### src/rtl/timer_pkg.sv
// Shared constants and state encoding for the timer controller slice.
package timer_pkg;

    localparam int unsigned CNT_W      = 4;
    localparam int unsigned EVENTS_MAX = 15;
    localparam int unsigned ST_W       = 2;

    typedef logic [ST_W-1:0] state_t;

    localparam logic [1:0] ST_IDLE = 2'd0;
    localparam logic [1:0] ST_RUN  = 2'd1;
    localparam logic [1:0] ST_HOLD = 2'd2;

endpackage

### src/rtl/tick_prescaler.sv
// Divide-by-PRESC_DIV tick generator with synchronous clear.
// Emits a registered one-cycle o_tick every PRESC_DIV clocks after a clear.
module tick_prescaler #(
    parameter int unsigned PRESC_DIV = 4
) (
    input  logic clk,
    input  logic rst_n,
    input  logic i_clr,
    output logic o_tick
);

    // wide enough for divide ratios up to 16
    localparam int unsigned DIV_W = 5;

    logic [DIV_W-1:0] r_cnt;
    logic             r_tick;

    always_ff @(posedge clk or negedge rst_n) begin
        if (!rst_n) begin
            r_cnt  <= '0;
            r_tick <= 1'b0;
        end else if (i_clr) begin
            r_cnt  <= '0;
            r_tick <= 1'b0;
        end else if (r_cnt == DIV_W'(PRESC_DIV - 1)) begin
            r_cnt  <= '0;
            r_tick <= 1'b1;
        end else begin
            r_cnt  <= r_cnt + DIV_W'(1);
            r_tick <= 1'b0;
        end
    end

    assign o_tick = r_tick;

endmodule

### src/rtl/timer_ctrl_4.sv
// Timer controller closing the count/compare loop around an external comparator.
// Optional tick prescaler enabled by defining TIMER_CTRL_4_PRESCALE_EN.
module timer_ctrl_4
    import timer_pkg::*;
#(
    parameter int unsigned PRESC_DIV = 4
) (
    input  logic             clk,
    input  logic             rst_n,
    input  logic             start,
    input  logic             stop,
    input  logic             reload,
    input  logic [CNT_W-1:0] target,
    input  logic             match,
    output logic [CNT_W-1:0] data_q,
    output logic [CNT_W-1:0] count_q,
    output logic             busy,
    output logic             done,
    output logic [CNT_W-1:0] events
);

    if (PRESC_DIV < 2 || PRESC_DIV > 16) begin : g_div_chk
        $error("PRESC_DIV must be within 2..16");
    end

    state_t           r_state;
    logic [CNT_W-1:0] r_data;
    logic [CNT_W-1:0] r_count;
    logic [CNT_W-1:0] r_events;
    logic             r_busy;
    logic             r_done;
    logic             r_reload;

    state_t           w_state_nx;
    logic [CNT_W-1:0] w_data_nx;
    logic [CNT_W-1:0] w_count_nx;
    logic [CNT_W-1:0] w_events_nx;
    logic             w_done_nx;
    logic             w_reload_nx;
    logic             w_tick;

`ifdef TIMER_CTRL_4_PRESCALE_EN
    // prescaler restarts on every start request and every stop
    logic w_presc_clr;
    assign w_presc_clr = start | stop;

    tick_prescaler #(
        .PRESC_DIV (PRESC_DIV)
    ) u_presc (
        .clk    (clk),
        .rst_n  (rst_n),
        .i_clr  (w_presc_clr),
        .o_tick (w_tick)
    );
`else
    assign w_tick = 1'b1;
`endif

    // Next-state and next-output logic; stop always beats start.
    always_comb begin
        w_state_nx  = r_state;
        w_data_nx   = r_data;
        w_count_nx  = r_count;
        w_events_nx = r_events;
        w_done_nx   = 1'b0;
        w_reload_nx = r_reload;

        case (r_state)
            ST_IDLE: begin
                if (start && !stop) begin
                    w_state_nx  = ST_RUN;
                    w_data_nx   = target;
                    w_count_nx  = '0;
                    w_events_nx = '0;
                    w_reload_nx = reload;
                end
            end
            ST_RUN: begin
                if (stop) begin
                    w_state_nx = ST_IDLE;
                    w_count_nx = '0;
                end else if (start) begin
                    w_data_nx   = target;
                    w_count_nx  = '0;
                    w_events_nx = '0;
                    w_reload_nx = reload;
                end else if (w_tick) begin
                    if (match) begin
                        w_done_nx = 1'b1;
                        if (r_events != CNT_W'(EVENTS_MAX)) begin
                            w_events_nx = r_events + CNT_W'(1);
                        end
                        if (r_reload) begin
                            w_count_nx = '0;
                        end else begin
                            w_state_nx = ST_HOLD;
                        end
                    end else begin
                        w_count_nx = r_count + CNT_W'(1);
                    end
                end
            end
            ST_HOLD: begin
                if (stop) begin
                    w_state_nx = ST_IDLE;
                    w_count_nx = '0;
                    w_data_nx  = '0;
                end else if (start) begin
                    w_state_nx  = ST_RUN;
                    w_data_nx   = target;
                    w_count_nx  = '0;
                    w_events_nx = '0;
                    w_reload_nx = reload;
                end
            end
            default: begin
                w_state_nx = ST_IDLE;
                w_count_nx = '0;
                w_data_nx  = '0;
            end
        endcase
    end

    always_ff @(posedge clk or negedge rst_n) begin
        if (!rst_n) begin
            r_state  <= ST_IDLE;
            r_data   <= '0;
            r_count  <= '0;
            r_events <= '0;
            r_busy   <= 1'b0;
            r_done   <= 1'b0;
            r_reload <= 1'b0;
        end else begin
            r_state  <= w_state_nx;
            r_data   <= w_data_nx;
            r_count  <= w_count_nx;
            r_events <= w_events_nx;
            r_busy   <= (w_state_nx == ST_RUN);
            r_done   <= w_done_nx;
            r_reload <= w_reload_nx;
        end
    end

    assign data_q  = r_data;
    assign count_q = r_count;
    assign events  = r_events;
    assign busy    = r_busy;
    assign done    = r_done;

endmodule

### config.mk
export PLATFORM = sky130hd
export DESIGN_NAME = timer_ctrl_4
export DESIGN_NICKNAME = d
export VERILOG_FILES = /design/src/rtl/timer_pkg.sv /design/src/rtl/tick_prescaler.sv /design/src/rtl/timer_ctrl_4.sv
export SDC_FILE = /design/constraint.sdc
export NUM_CORES = 1
export LEC_CHECK = 0
export CAP_MARGIN = 0
export CORE_ASPECT_RATIO = 1.25
export CORE_UTILIZATION = 48
export DETAILED_ROUTE_END_ITERATION = 6
export PLACE_DENSITY_LB_ADDON = 0.08
export SETUP_SLACK_MARGIN = 0.4
export SYNTH_ARGS = -nofsm -noshare
export SYNTH_HDL_FRONTEND = slang
export SYNTH_SLANG_ARGS = --single-unit
export TNS_END_PERCENT = 30
### constraint.sdc
create_clock -name clk -period 2.6 [get_ports clk]
set_clock_uncertainty 0.05 [all_clocks]
set_input_delay 0.26 -clock clk [delete_from_list [all_inputs] [get_ports clk]]
set_output_delay 0.26 -clock clk [all_outputs]
set_load 0.01 [all_outputs]
==> out/qor.txt <==
Status = finished clean
Int Pwr = 0.612 mW
Pwr dens = 756 nW/um^2
DR WL/cell = 14.6 um
Peak VDD IR = 0.496 mV
PortBufs = 23
Post-Syn Area = 998 um^2
Max Slew Vio Count = 0
GR Util met3 = 2.39%
Syn_nets = 115
# setup viols final = 0
TritonRoute pass-1 iters = 4
EDFF count, synth = 0
Worst Hold Margin = 0.373 ns
CP cell instances = inv_1, ha_1, or4b_4, or3_4, o31ai_2
Fmax = 0.480 GHz
Setup WS pre-CTS = 0.445 ns
Fin Setup TNS = 0 ns
CP Buf/Inv Count = 1
Final core utilization = 64.8%
Max stage delay on crit path = 0.51 ns
GRT Residual Overflow = 0
Avg Cell Area, Syn = 10.2 um^2
Synth unique cells = 40
Area occupied by multi-input gates = 539 um^2
First-pass GRT wire length = 3330 um
Vias per cell = 5.78
Nets = 141
Top delay family on crit path = simple AND/OR/NAND/NOR gates
Main synth FF type = dfrtp_1
DR DRC count = 0
# clock sinks = 17
Sw Pwr = 0.347 mW
Seq/Total Area, Yosys = 42.6%
Flops & latches, synth = 17
Complex-gate fraction of the synthesized area = 20.6%
Vias in the first global route = 765
R2r endpoint = count_q[3]
GR peak layer = met2
Worst slew pin tran = 0.794 ns
RSZ-0062 raised after global routing = false
Clock slew at reported path FFs = 0.10 ns
Dpl hpwl = 1510 um
Max-cap violation count = 0
Clock Path Buffers = 2
Main combinational cell family by area after synthesis = simple AND/OR/NAND/NOR gates
Drt total wl = 2080 um
Fin crit share = 80.2%
CP Data Arrival Time = 2.24 ns
Height of the die = 53.0 um
Hold Fails Final Rpt = 0
Clk pwr share = 14.8%
Global Route Usage Sum = 19.9%
Cells after synthesis = 98
# H-tree levels = 1
Setup crit start kind = flip-flop
Clock latency on the worst-skew pair = 0.29 ns
IO Count = 24
Diodes inserted = 0
Area Overhead vs Synth = 27.1%
Gate power share = 45.6%
Initial antenna violation count = 0
Seq. cell area = 425 um^2
Gpl congestion = 0.841
Share of post-route cells with drive strength above 1 = 8.13%
Design Power = 0.959 mW
Synth Area in Adders = 8.77%
M1 GR Usage = 25.6%
Critical Path RT = 2.76 ns
Xor-xnor portion of the synthesized cell area = 0%
CTS tree = yes
Yosys Warn Count = 0
Tmin final = 2.08 ns
Largest net degree at the start of global routing = 18
Initial Util = 51.0%
Die area = 2270 um^2
CTS Buf Count = 3
WS Path Type = flip-flop to flip-flop
Async SR Flop Fraction = 100%
Slowest cell on crit path = or4b_4
FILL cells = 172
Mux cell area share after synthesis = 3.13%
FF-to-FF path depth = 5
Met2 Use GR = 31.1%
Synth Area in Simple Gates = 21.1%
Drt initial violations = 6
Post-DRT Antenna Nets = 0
Root Buffer = clkbuf_4
Switching part of the total power = 36.1%
Tightest Hold Check Type = input pin to asynchronous set/reset pin
Final setup margin = 0.516 ns
Chip width = 42.8 um
Critical path capture point type = flip-flop
Reg-to-Reg Start = r_state[1]
Via count = 826
Site Rows = 18
Reg2reg setup slack = 0.52 ns
Post-CTS Setup Inserts = 0
Flop pwr share = 39.5%
Core area = 1960 um^2
Leak = 0.548 nW
Relative slew slack = 46.9%
Largest fanout on the critical path = 10
## synthesized netlist by cell type (all sizes together), types with 2 or more instances
library cell	n	area share [%]
dfrtp	17	43
inv	6	2.3
or2	2	1.3
a22o	4	3.5
ha	7	8.8
nand3	4	2.0
nor2b	5	3.1
mux2i	2	2.0
nand2	6	2.3
nor2	2	0.75
nand2b	2	1.3
buf	2	1.6
a21oi	4	2.0
o31ai	5	4.3
or3	2	1.8
o21ai	6	3.0
nand4	2	1.3
a31oi	2	1.3
## per-stage QoR
| step | instance area (um^2) | cells |
|---|---|---|
| 6_report | 1270 | 143 |
| 5_1_grt | 1270 | 143 |
| 4_1_cts | 1260 | 143 |
| 3_5_place_dp | 1240 | 139 |
| 3_3_place_gp | 1240 | 139 |
| 2_1_floorplan | 998 | 98 |
## sequential cells by signal (all words and copies together) (netlist names)
signal    flops
busy          1
r_state       2
count_q       4
events        4
r_reload      1
data_q        4
done          1
## power by group through the flow
stage	sequential (mW)	combinational (mW)	clock, mW
final	0.379	0.438	0.142
after global routing	0.390	0.481	0.154
after CTS	0.381	0.434	0.146
after detailed placement	0.386	0.428	0
after global placement	0.381	0.422	0
after floorplan	0.396	0.253	0
## worst max path at each step
stage,from,to,slack [ns],cells past startpoint
after floorplan,r_state[1],count_q[3],0.71,5
after global placement,stop,count_q[3],0.50,4
after detailed placement,stop,count_q[3],0.45,4
after CTS,r_state[0],events[1],0.48,6
after global routing,r_state[1],count_q[3],0.42,5
final,r_state[1],count_q[3],0.52,5
## worst register-to-register path, delay by kind of cell, from the launching register on
family	cells	cell delay (ns)
and+or+nand+nor	2	0.87
buffers and inverters	1	0.11
AOI/OAI and AO/OA	1	0.22
DFF	1	0.42
adders and majority gates	1	0.33
## metal layers
| metal | wire length (um) | part of all wire [%] | vias to the layer above |
|---|---|---|---|
| met2 | 1010 | 49 | 18 |
| met4 | 51 | 2.4 | 0 |
| met1 | 957 | 46 | 391 |
| met5 | 0 | 0 | - |
| li1 | - | - | 413 |
| met3 | 64 | 3.1 | 4 |
## logic make-up after synthesis
family	count (synthesis)
compound gates	29
fa+ha+maj	7
buf+inv	8
flops	17
mux	3
simple gates	34
## what timing repair did
action | in CTS | in global routing
hold buffers | 0 | 0
endpoints found under the setup margin | 0 | 3
resized for setup | 0 | 1
hold endpoints to repair | 0 | 0
## layout make-up
cell class	count	share of cell area [%]
inverter	6	1.78
multi-input combinational	73	42.5
timing repair buffer	23	18.1
clock buffer	4	2.07
sequential	17	33.5
tap	20	1.97
## placed cells by master, fill, tap and decap left out, types with 2 or more instances in the layout
cell type / instances
a21oi_1: 4
a22o_1: 4
a31oi_1: 2
clkbuf_4: 3
clkdlybuf4s50_1: 23
dfrtp_1: 17
ha_1: 7
inv_1: 6
mux2i_1: 2
nand2_1: 6
nand2b_1: 2
nand3_1: 4
nand4_1: 2
nor2_1: 2
nor2b_1: 5
o21ai_0: 3
o21ai_1: 3
o31ai_1: 3
o31ai_2: 2
or2_2: 2
No activity file was read; power rests on OpenSTA's default activity.
